[config.mk]
export PLATFORM = sky130hd
export DESIGN_NAME = ps2_key_gen
export DESIGN_NICKNAME = d
export VERILOG_FILES = /design/src/rtl/ps2_pkg.sv /design/src/rtl/ps2_line_filter.sv /design/src/rtl/ps2_key_gen.sv
export SDC_FILE = /design/constraint.sdc
export NUM_CORES = 1
export LEC_CHECK = 0
export BUFFER_PORTS_ARGS = -buffer_cell sky130_fd_sc_hd__buf_2
export CORE_ASPECT_RATIO = 0.5
export CORE_UTILIZATION = 54
export CTS_CLUSTER_DIAMETER = 60
export DETAILED_ROUTE_END_ITERATION = 8
export PLACE_DENSITY = 0.75
export SYNTH_ARGS = -nofsm -noshare
export SYNTH_HDL_FRONTEND = slang
export SYNTH_HIERARCHICAL = 1
export SYNTH_SLANG_ARGS = --single-unit
[constraint.sdc]
create_clock -name clk_sys -period 2.12 [get_ports clk_sys]
set_input_delay 0.212 -clock clk_sys [delete_from_list [all_inputs] [get_ports clk_sys]]
set_output_delay 0.212 -clock clk_sys [all_outputs]
set_load 0.02 [all_outputs]
[src/rtl/ps2_pkg.sv]
// Shared PS/2 definitions: special scancode bytes and the frame-state encoding.
package ps2_pkg;

   localparam logic [7:0] PS2_EXT    = 8'hE0;
   localparam logic [7:0] PS2_REL    = 8'hF0;
   localparam logic [7:0] PS2_PAUSE  = 8'hE1;
   localparam logic [7:0] PS2_ACK    = 8'hFA;
   localparam logic [7:0] PS2_BAT    = 8'hAA;
   localparam logic [7:0] PS2_ECHO   = 8'hEE;
   localparam logic [7:0] PS2_ERR0   = 8'hFC;
   localparam logic [7:0] PS2_RESEND = 8'hFE;

   typedef enum logic [1:0] {
      IDLE,
      DATA,
      PARITY,
      STOP
   } frame_state_e;

   // Keyboard status/reply bytes that carry no key information on their own.
   function automatic logic is_status(input logic [7:0] b);
      return (b == PS2_ACK) || (b == PS2_BAT) || (b == PS2_ECHO) ||
             (b == PS2_ERR0) || (b == PS2_RESEND);
   endfunction

endpackage

[src/rtl/ps2_line_filter.sv]
// Two-flop synchronizer plus stability filter for one PS/2 line; idle level is 1.
module ps2_line_filter #(
   parameter int unsigned FILTER = 8
) (
   input  logic clk,
   input  logic reset,
   input  logic raw,
   output logic level,
   output logic fall
);

   localparam int unsigned CW = (FILTER < 2) ? 1 : $clog2(FILTER);

   logic [1:0]    sync;
   logic [CW-1:0] cnt;

   // level flips on the FILTER-th consecutive synchronized sample that disagrees with it
   always_ff @(posedge clk) begin
      if (reset) begin
         sync  <= '1;
         level <= 1'b1;
         cnt   <= '0;
         fall  <= 1'b0;
      end else begin
         sync <= {sync[0], raw};
         fall <= 1'b0;
         if (sync[1] == level) begin
            cnt <= '0;
         end else if (cnt == CW'(FILTER - 1)) begin
            level <= sync[1];
            fall  <= level;
            cnt   <= '0;
         end else begin
            cnt <= cnt + CW'(1);
         end
      end
   end

endmodule

[src/rtl/ps2_key_gen.sv]
// PS/2 device-to-host deframer and scancode decoder producing the
// toggle-flagged 11-bit key event word {toggle, pressed, ext, code}.
module ps2_key_gen
   import ps2_pkg::*;
#(
   parameter int unsigned FILTER  = 8,
   parameter int unsigned TIMEOUT = 10000
) (
   input  logic        clk_sys,
   input  logic        reset,
   input  logic        ps2_clk,
   input  logic        ps2_data,
   output logic [10:0] ps2_key,
   output logic        key_strobe,
   output logic        frame_err
);

   localparam int unsigned TW = $clog2(TIMEOUT + 1);

   logic         bit_edge;
   logic         data_bit;
   logic         clk_level_unused;
   logic         data_fall_unused;

   frame_state_e state;
   logic [2:0]   bitcnt;
   logic [7:0]   shreg;
   logic         par;
   logic [TW-1:0] to_cnt;
   logic         ext;
   logic         rel;
   logic [2:0]   skip;

   ps2_line_filter #(.FILTER(FILTER)) u_clk_filter (
      .clk   (clk_sys),
      .reset (reset),
      .raw   (ps2_clk),
      .level (clk_level_unused),
      .fall  (bit_edge)
   );

   ps2_line_filter #(.FILTER(FILTER)) u_data_filter (
      .clk   (clk_sys),
      .reset (reset),
      .raw   (ps2_data),
      .level (data_bit),
      .fall  (data_fall_unused)
   );

   always_ff @(posedge clk_sys) begin
      if (reset) begin
         state      <= IDLE;
         bitcnt     <= '0;
         shreg      <= '0;
         par        <= 1'b0;
         to_cnt     <= '0;
         ext        <= 1'b0;
         rel        <= 1'b0;
         skip       <= '0;
         ps2_key    <= '0;
         key_strobe <= 1'b0;
         frame_err  <= 1'b0;
      end else begin
         key_strobe <= 1'b0;
         frame_err  <= 1'b0;
         if (state != IDLE)
            to_cnt <= to_cnt + TW'(1);

         if (bit_edge) begin
            // counting from 1 makes the error land exactly TIMEOUT cycles after the edge
            to_cnt <= TW'(1);
            unique case (state)
               IDLE: begin
                  if (!data_bit) begin
                     state  <= DATA;
                     bitcnt <= '0;
                  end
               end
               DATA: begin
                  shreg  <= {data_bit, shreg[7:1]};
                  bitcnt <= bitcnt + 3'd1;
                  if (bitcnt == 3'd7)
                     state <= PARITY;
               end
               PARITY: begin
                  par   <= data_bit;
                  state <= STOP;
               end
               STOP: begin
                  state <= IDLE;
                  if (data_bit && (^{shreg, par})) begin
                     if (skip != 3'd0) begin
                        skip <= skip - 3'd1;
                        if (skip == 3'd1) begin
                           ext <= 1'b0;
                           rel <= 1'b0;
                        end
                     end else if (shreg == PS2_EXT) begin
                        ext <= 1'b1;
                     end else if (shreg == PS2_REL) begin
                        rel <= 1'b1;
                     end else if (shreg == PS2_PAUSE) begin
                        skip <= 3'd7;
                     end else if (!(is_status(shreg) && !ext && !rel)) begin
                        ps2_key    <= {~ps2_key[10], ~rel, ext, shreg};
                        key_strobe <= 1'b1;
                        ext        <= 1'b0;
                        rel        <= 1'b0;
                     end
                  end else begin
                     frame_err <= 1'b1;
                     ext       <= 1'b0;
                     rel       <= 1'b0;
                     skip      <= '0;
                  end
               end
            endcase
         end else if (state != IDLE && to_cnt == TW'(TIMEOUT - 1)) begin
            state     <= IDLE;
            frame_err <= 1'b1;
            ext       <= 1'b0;
            rel       <= 1'b0;
            skip      <= '0;
         end
      end
   end

endmodule

==> summary.txt, run 1 <==
Outcome
  – Status: finished clean

Pwr
  – Pleak: roughly 1.3 nW
  – VDD IR-drop max: approximately 460 µV
  – Total power draw: ~2.3 mW
  – Cell Pwr Density: slightly below 700 mW/mm²

Finish
  – Layout cells sized above 1: between 20% and 30%
  – Commonest non-fill, non-tap cell in the layout: dfxtp_1
  – Non-Filler Instances: approximately 410
  – FF/Latch Area: ~0.0012 mm²
  – Commonest non-fill, non-tap cells in the layout: dfxtp_1, nor2_1, buf_4, nand2_1
  – Multi-input logic area: between 0.0015 and 0.002 mm²
  – Util after Layout: between 60 and 70%
  – Filler Cell Count: about 380
  – Final net count: between 300 and 400
  – Inserted Diodes: 0
  – Area delta synth->final: 19.5%
  – Post-route design area: between 0.003 and 0.004 mm²

STA
  – Final Setup Violations: 0
  – Worst Hold Slack: approximately 0.044 ns
  – F_max: 0.495 GHz
  – RSZ-0062 raised after global routing: false
  – Slew @ Worst Pin: 0.577 ns
  – Skew final: between 0.009 and 0.01 ns
  – Fin. max-slew vios: 0
  – Setup ws final: a little over 0.1 ns
  – Final worst path period share: ~95%
  – Final hold vios: 0
  – Slew headroom: ~62%
  – Final setup TNS: 0 ns
  – Clock period minus worst slack: a little over 2 ns

Critical path
  – Largest stage delay on the critical path: a little under 0.5 ns
  – CP required: about 2.4 ns
  – Worst EP arrival: 2.28 ns
  – Critical-path top delay cell: xnor3_2
  – Critical-path cell list: xnor2_2 -> xnor3_2 -> mux2i_4 -> buf_4 -> a311o_1 -> a211oi_2
  – Reg2reg path depth: 6
  – Crit path max fanout: 7
  – Crit path kind: reg -> reg
  – R2r startpoint: shreg[5]
  – Reg-to-Reg End: skip[2]
  – Reg2Reg Setup Slack: 0.10 ns
  – Setup crit end kind: flip-flop
  – Crit path launch type: flip-flop

Placed design
  – Detail Placement HPWL: 3950 µm
  – Gpl congestion: slightly below 0.9
  – Placed instance area: 0.00309 mm²
  – PortBufs: 16
  – Dpl ws: about 0.06 ns
  – Cells after DPL: slightly below 400

Die
  – DIE HEIGHT: 53.0 µm
  – Ports: 17
  – Core ar.: just under 0.005 mm²
  – Die ar.: around 0.0055 mm²
  – Row Count: 18
  – Initial Utilization: between 50% and 60%
  – Die Wd: around 100 µm

Clocking
  – CTS max path bufs: 2
  – CTS H-Tree Depth: 3
  – Setup Buffers After CTS: 0
  – Clk_lat worst skew: between 0.3 and 0.4 ns
  – CTS tree: yes
  – Total CTS buffers: 9
  – Worst-path clk slew: 0.07 ns
  – Root Driver: clkbuf_8
  – Clock Sinks: between 50 and 60

Yosys
  – Syn Inst Count: 301
  – Syn Std Cell Area: 0.00280 mm²
  – Synthesized area per cell: a little over 9 µm²
  – Synth warn: 6
  – Syn Nets: between 300 and 400

Drt
  – Final ANT Viol Nets: 0
  – Final wirelength: around 5600 µm
  – Drt via density: around 5.5
  – DRT iter0 DRCs: 90
  – DRC viols: 0
  – Detailed Routing Iterations Pass 1: 4
  – Via count: about 2300
  – WL/cell: ~14 µm

Job
  – Max_cap viols: 0

Hold path
  – Hold Path Sink: u_data_filter/sync[0]
  – Cell depth of the worst hold path: 2
  – HP Start: ps2_data
  – Worst Hold Class: in -> reg

Global route
  – Total GRT Usage: approximately 23%
  – Largest net degree at the start of global routing: 32
  – Initial antenna violation count: 0
  – Vias in the first global route: 2132
  – First-pass GRT wire length: about 9000 µm
  – Global route total overflow: 0
-- critical path: cells and delay by family (launching register included) --
| family | cells | cell delay [ns] |
|---|---|---|
| xor+xnor | 2 | 0.62 |
| compound gates | 2 | 0.58 |
| flops | 1 | 0.38 |
| mux | 1 | 0.21 |
| buf+inv | 1 | 0.16 |
-- layout make-up --
class,count,area share (%)
tap,70,2.61
clock buffer,10,4.11
timing repair buffer,40,7.88
inverter,9,1.01
sequential,59,35.3
clock inverter,6,2.65
multi-input combinational,218,46.4
-- sequential cells by signal, summed over array words and instances (netlist names), 2 cells and up --
register / cells
skip: 3
u_data_filter/sync: 2
ps2_key: 11
u_data_filter/cnt: 3
shreg: 8
to_cnt: 14
bitcnt: 3
u_clk_filter/sync: 2
u_clk_filter/cnt: 3
state: 2
-- timing repair --
item	in CTS	in global routing
hold buffers	0	0
gates resized for setup	0	9
hold endpoints to repair	0	0
setup endpoints to repair	0	10
-- worst max-delay path by stage --
stage / startpoint / endpoint
final: shreg[5] / skip[2]
after detailed placement: shreg[4] / ps2_key[2]
after global routing: shreg[5] / skip[2]
after global placement: shreg[4] / ps2_key[2]
after floorplan: state[0] / skip[2]
after CTS: state[1] / rel
-- per-layer routing --
metal | share of wire [%] | vias up | track usage [%]
li1 | - | 1128 | -
met1 | 45 | 1075 | 23.7
met2 | 49 | 48 | 40.8
met3 | 5.0 | 11 | 9.73
met4 | 1.8 | 0 | 9.76
met5 | 0 | - | 0
-- power by group --
group          switching [mW]  total [mW]  internal, mW  leakage, nW
clock network           0.458        1.15         0.693        0.108
logic                  0.0232      0.0398        0.0165        0.714
registers             0.00201        1.11          1.11        0.477
(Power assumes the default switching activity.)
==> inputs of run 2 (changes only) <==
CELL_PAD_IN_SITES_DETAIL_PLACEMENT = 0   (was default)
CELL_PAD_IN_SITES_GLOBAL_PLACEMENT = 1   (was default)
CORE_MARGIN = 2   (was default)
CORE_UTILIZATION = 42   (was 54)
PLACE_DENSITY = default   (was 0.75)
PLACE_DENSITY_LB_ADDON = 0.1   (was default)
==> run 2 against run 1 <==
Against the previous run:
- critical path depth unchanged
- clock-buffer cell count grew 1
- non-clock buffer count decreased by 3
- clock power rose by 14%
- routed wire length down 1.6%
- sequential share of layout area down 0.16 points
- critical path type unchanged
==> summary.txt, run 2 (synthesis gave the netlist of run 1 again) <==
Die
  – Die ar.: 0.00739 mm² (was 0.00550 mm²)
  – Core ar.: 0.00626 mm² (was 0.00495 mm²)
  – Die Wd: 120 µm (was 104 µm)
  – Ports: 17 (unchanged)
  – Initial Utilization: 44.8% (was 56.6%)
  – DIE HEIGHT: 61.8 µm (was 53.0 µm)
  – Row Count: 20 (was 18)

STA
  – Final worst path period share: 95.4% (was 95.2%)
  – Final setup TNS: 0 ns (unchanged)
  – RSZ-0062 raised after global routing: false (unchanged)
  – Skew final: 0.00390 ns (was 0.00951 ns)
  – Clock period minus worst slack: 2.02 ns (about the same)
  – Final Setup Violations: 0 (unchanged)
  – Final hold vios: 0 (unchanged)
  – Slew @ Worst Pin: 0.484 ns (was 0.577 ns)
  – Fin. max-slew vios: 0 (unchanged)
  – F_max: 0.495 GHz (about the same)
  – Slew headroom: 67.4% (was 61.5%)

Drt
  – Via count: 2186 (was 2262)
  – WL/cell: 13.0 µm (was 13.7 µm)
  – DRT iter0 DRCs: 116 (was 90)
  – DRC viols: 0 (unchanged)
  – Drt via density: 5.14 (was 5.49)
  – Final wirelength: 5540 µm (was 5630 µm)
  – Final ANT Viol Nets: 0 (unchanged)
  – Detailed Routing Iterations Pass 1: 4 (unchanged)

Finish
  – Commonest non-fill, non-tap cells in the layout: dfxtp_1, nor2_1, nand2_1, buf_4 (was dfxtp_1, nor2_1, buf_4, nand2_1)
  – Inserted Diodes: 0 (unchanged)
  – Top reg by flops: to_cnt (unchanged)
  – Final net count: 352 (was 355)
  – Biggest regs: to_cnt x14, ps2_key x11, shreg x8 (unchanged)
  – Layout cells sized above 1: 20.2% (was 22.8%)
  – Largest register FFs: 14 (unchanged)
  – Area delta synth->final: 19.9% (was 19.5%)
  – Util after Layout: 53.8% (was 67.7%)
  – Filler Cell Count: 594 (was 383)
  – Commonest non-fill, non-tap cell in the layout: dfxtp_1 (unchanged)

Critical path
  – Setup crit end kind: flip-flop (unchanged)
  – Worst path bufs/invs: 1 (unchanged)
  – CP top delay family: XOR/XNOR gates (unchanged)
  – Crit path launch type: flip-flop (unchanged)
  – CP required: 2.37 ns (was 2.38 ns)
  – Critical-path cell list: xnor2_1 -> xnor3_2 -> mux2i_4 -> buf_4 -> a311o_1 -> a211oi_2 (was xnor2_2 -> xnor3_2 -> mux2i_4 -> buf_4 -> a311o_1 -> a211oi_2)
  – Largest stage delay on the critical path: 0.49 ns (about the same)
  – Critical-path top delay cell: xnor3_2 (unchanged)
  – Worst EP arrival: 2.27 ns (was 2.28 ns)
  – Crit path kind: reg -> reg (unchanged)
  – Setup crit start: shreg[5] (unchanged)
  – Crit path max fanout: 7 (unchanged)
  – R2r startpoint: shreg[5] (unchanged)

Global route
  – First-pass GRT wire length: 9640 µm (was 9260 µm)
  – Total GRT Usage: 17.4% (was 22.5%)
  – Vias in the first global route: 2068 (was 2132)
  – Initial antenna violation count: 0 (unchanged)
  – Largest net degree at the start of global routing: 30 (was 32)
  – Global route total overflow: 0 (unchanged)

Clocking
  – Worst-path clk slew: 0.05 ns (was 0.07 ns)
  – CTS max path bufs: 2 (unchanged)
  – Total CTS buffers: 9 (unchanged)
  – Clock Sinks: 59 (unchanged)
  – Root Driver: clkbuf_16 (was clkbuf_8)
  – CTS tree: yes (unchanged)
  – CTS H-Tree Depth: 3 (unchanged)
  – CTS Hold Bufs: 0 (unchanged)
  – Clk_lat worst skew: 0.33 ns (was 0.34 ns)

Pwr
  – Pleak: 1.31 nW (was 1.30 nW)
  – VDD IR-drop max: 493 µV (was 462 µV)
  – Cell Pwr Density: 733 mW/mm² (was 688 mW/mm²)

Hold path
  – Worst Hold Class: in -> reg (unchanged)
  – HP Start: ps2_data (unchanged)

Outcome
  – Status: finished clean (unchanged)

Placed design
  – Gpl congestion: 0.788 (was 0.873)
  – Detail Placement HPWL: 3920 µm (was 3950 µm)
  – PortBufs: 16 (unchanged)

Job
  – Max_cap viols: 0 (unchanged)
-- run 2: changes by cell type in the layout (fill, tap and decap cells not counted), sizes merged --
cell | previous run | this run
clkinvlp | 2 | 0
bufinv | 2 | 0
clkinv | 2 | 3
clkbuf | 10 | 11
buf | 40 | 37
-- run 2: cell type report --
cell class                      instances  area [µm²]  area share [%]
Tap cell                               88         110            3.27
Timing Repair Buffer                   37         241            7.18
Clock inverter                          3        15.0           0.446
Clock buffer                           11         253            7.51
Sequential cell                        59        1180            35.2
Multi-Input combinational cell        218        1530            45.4
Inverter                                9        33.8            1.00
-- run 2: report_power, final --
part | switching, mW | internal (mW) | total, mW
Sequential | 0.00220 | 1.12 | 1.12
Combinational | 0.0225 | 0.0154 | 0.0379
Clock | 0.478 | 0.831 | 1.31
-- run 2: per-stage QoR --
| stage | setup slack (ns) | hold slack, ns | cell area [µm²] | cells | total power, mW |
|---|---|---|---|---|---|
| 6_report | 0.0985 | 0.0600 | 3360 | 425 | 2.47 |
| 5_1_grt | 0.000514 | 0.0535 | 3360 | 425 | 2.55 |
| 4_1_cts | 0.0531 | 0.0478 | 3350 | 424 | 2.51 |
| 3_5_place_dp | 0.0473 | 0.397 | 3080 | 410 | 1.18 |
| 3_3_place_gp | 0.107 | 0.396 | 3080 | 410 | 1.18 |
| 2_1_floorplan | 0.0226 | 0.289 | 2800 | 301 | 1.17 |
-- run 2: repair_timing --
item / 4_1_cts / 5_1_grt
buffers inserted: 0 / 1
setup endpoints to repair: 0 / 10
hold endpoints to repair: 0 / 0
gates resized for setup: 0 / 4
-- run 2: layer usage --
layer / vias to the layer above / track usage [%] / wire (µm)
met5: - / 0 / 0
met4: 0 / 9.08 / 134
met3: 11 / 7.39 / 323
met2: 54 / 28.2 / 2330
met1: 1006 / 20.5 / 2760
li1: 1115 / - / -
-- run 2: final timing paths --
kind | endpoint | slack [ns] | cells after the start
min reg2reg | u_clk_filter/sync[1] | 0.42 | 1
min | u_data_filter/sync[0] | 0.06 | 2
max reg2reg | skip[2] | 0.1 | 6
max | skip[2] | 0.1 | 6
==> inputs of run 3 (changes only) <==
CORE_UTILIZATION = 44   (was 42)
CTS_BUF_LIST = sky130_fd_sc_hd__clkbuf_2   (was default)
==> run 3 against run 2 <==
Against the previous run:
- via count about the same
- fmax down 1.4%
- core utilization down 0.051 points
==> summary.txt, run 3 (synthesis gave the netlist of run 1 again) <==
Critical path
  – Crit path max fanout: 4 (was 7)
  – R2r startpoint: state[1] (was shreg[5])
  – Worst EP arrival: 2.46 ns (was 2.27 ns)
  – Crit path kind: reg -> reg (unchanged)
  – Crit path launch type: flip-flop (unchanged)
  – Setup crit start: state[1] (was shreg[5])
  – Worst Setup EP: rel (was skip[2])
  – Reg-to-Reg End: rel (was skip[2])
  – Setup crit end kind: flip-flop (unchanged)
  – Reg2Reg Setup Slack: 0.07 ns (was 0.1 ns)
  – CP required: 2.53 ns (was 2.37 ns)
  – Reg2reg path depth: 8 (was 6)

Die
  – Ports: 17 (unchanged)
  – DIE HEIGHT: 60.4 µm (was 61.8 µm)
  – Row Count: 20 (unchanged)
  – Initial Utilization: 45.9% (was 44.8%)
  – Core ar.: 0.00611 mm² (was 0.00626 mm²)
  – Die ar.: 0.00707 mm² (was 0.00739 mm²)
  – Die Wd: 117 µm (was 120 µm)

Pwr
  – Logic pwr share: 2.1% (was 1.5%)
  – Switching Fraction: 21.0% (was 20.4%)
  – Switch Pwr: 0.435 mW (was 0.502 mW)
  – Cell Pwr Density: 633 mW/mm² (was 733 mW/mm²)
  – VDD IR-drop max: 479 µV (was 493 µV)
  – Pleak: 1.29 nW (was 1.31 nW)
  – Clock share of power: 44.1% (was 53.1%)
  – Seq pwr share: 53.8% (was 45.4%)
  – Internal power: 1.64 mW (was 1.96 mW)

Finish
  – Non-Filler Instances: 431 (was 425)
  – Largest register FFs: 14 (unchanged)
  – Layout cells sized above 1: 20.4% (was 20.2%)
  – Final net count: 356 (was 352)
  – Inserted Diodes: 0 (unchanged)
  – Filler Cell Count: 585 (was 594)
  – Commonest non-fill, non-tap cell in the layout: dfxtp_1 (unchanged)
  – Post-route design area: 0.00328 mm² (was 0.00336 mm²)
  – Area delta synth->final: 17.0% (was 19.9%)
  – Biggest regs: to_cnt x14, ps2_key x11, shreg x8 (unchanged)
  – Util after Layout: 53.7% (was 53.8%)
  – Commonest non-fill, non-tap cells in the layout: dfxtp_1, nor2_1, buf_4, nand2_1 (was dfxtp_1, nor2_1, nand2_1, buf_4)
  – Top reg by flops: to_cnt (unchanged)

Global route
  – Largest net degree at the start of global routing: 39 (was 30)
  – GR Util met3: 7.19% (was 7.39%)
  – Vias in the first global route: 1991 (was 2068)
  – First-pass GRT wire length: 9040 µm (was 9640 µm)
  – Global route total overflow: 0 (unchanged)
  – Global-route met2 utilization: 26.1% (was 28.2%)
  – Met1 Use GR: 21.3% (was 20.5%)
  – Total GRT Usage: 17.0% (was 17.4%)
  – Most used routing layer: met2 (unchanged)
  – Initial antenna violation count: 0 (unchanged)

Clocking
  – Root Driver: clkbuf_2 (was clkbuf_16)
  – Clock Sinks: 59 (unchanged)
  – CTS H-Tree Depth: 3 (unchanged)
  – CTS tree: yes (unchanged)
  – CTS max path bufs: 2 (unchanged)
  – Clk_lat worst skew: 0.49 ns (was 0.33 ns)
  – Worst-path clk slew: 0.17 ns (was 0.05 ns)
  – Total CTS buffers: 9 (unchanged)

Drt
  – Final ANT Viol Nets: 0 (unchanged)
  – Detailed Routing Iterations Pass 1: 5 (was 4)
  – Drt via density: 5.07 (was 5.14)
  – DRT iter0 DRCs: 113 (was 116)
  – Final wirelength: 5360 µm (was 5540 µm)
  – DRC viols: 0 (unchanged)
  – WL/cell: 12.4 µm (was 13.0 µm)
  – Via count: 2187 (was 2186)

STA
  – Skew final: 0.0164 ns (was 0.00390 ns)
  – Fin. max-slew vios: 0 (unchanged)
  – Clock period minus worst slack: 2.05 ns (was 2.02 ns)
  – Slew @ Worst Pin: 0.590 ns (was 0.484 ns)
  – Final Setup Violations: 0 (unchanged)
  – Final hold vios: 0 (unchanged)
  – Slew headroom: 60.7% (was 67.4%)
  – Final worst path period share: 96.7% (was 95.4%)
  – F_max: 0.488 GHz (was 0.495 GHz)
  – RSZ-0062 raised after global routing: false (unchanged)
  – Final setup TNS: 0 ns (unchanged)

Placed design
  – PortBufs: 16 (unchanged)
  – Detail Placement HPWL: 3790 µm (was 3920 µm)
  – Gpl congestion: 0.797 (was 0.788)
  – Placed instance area: 0.00310 mm² (was 0.00308 mm²)
  – Cells after DPL: 413 (was 410)

Job
  – Max_cap viols: 0 (unchanged)

Hold path
  – Worst Hold Class: in -> reg (unchanged)

Outcome
  – Status: finished clean (unchanged)
## run 3: per-stage QoR
stage                     setup WS, ns  hold WS [ns]  total power [mW]
after floorplan                 0.0226         0.289              1.17
after global placement           0.158         0.396              1.18
after detailed placement         0.105         0.396              1.18
after CTS                       0.0865         0.158              2.11
after global routing          0.000411         0.202              2.17
final                           0.0708         0.206              2.08
## run 3: layout make-up
| type | instances | area, µm² | area share [%] |
|---|---|---|---|
| sequential | 59 | 1180 | 36.1 |
| timing repair buffer | 41 | 277 | 8.43 |
| inverter | 9 | 33.8 | 1.03 |
| tap | 88 | 110 | 3.36 |
| clock inverter | 6 | 104 | 3.17 |
| clock buffer | 10 | 50.0 | 1.53 |
| multi-input combinational | 218 | 1520 | 46.4 |
## run 3: how the worst min path moves through the flow
| stage | from | end | slack (ns) | cells after the start |
|---|---|---|---|---|
| final | reset | state[1] | 0.21 | 2 |
| after global routing | reset | state[1] | 0.20 | 2 |
| after CTS | reset | state[1] | 0.16 | 2 |
| after detailed placement | u_data_filter/sync[0] | u_data_filter/sync[1] | 0.40 | 1 |
| after global placement | u_data_filter/sync[0] | u_data_filter/sync[1] | 0.40 | 1 |
| after floorplan | reset | u_clk_filter/cnt[0] | 0.29 | 1 |
## run 3: per-layer routing
layer / up-vias / part of all wire, %
met5: - / 0
met4: 0 / 0.30
met3: 2 / 5.9
met2: 52 / 44
met1: 1001 / 49
li1: 1132 / -
## run 3: critical path, cell delays in order (launching register included)
cell      delay [ns]
dfxtp_1         0.42
inv_1           0.08
ha_1            0.20
and4b_1         0.28
buf_4           0.13
a41o_1          0.26
o211ai_1        0.11
a31o_2          0.23
a221oi_1        0.27
## run 3: timing repair
item,4_1_cts,5_1_grt
buffers inserted,0,0
gates resized for setup,0,3
endpoints found under the hold margin,2,0
hold buffers,2,0
setup endpoints to repair,0,10
## run 3: power groups by stage
stage	logic, mW	clock network [mW]	registers [mW]
final	0.0439	0.916	1.12
after floorplan	0.0258	0	1.14
after detailed placement	0.0415	0	1.14
after CTS	0.0442	0.952	1.12
after global placement	0.0406	0	1.14
after global routing	0.0488	1.00	1.12
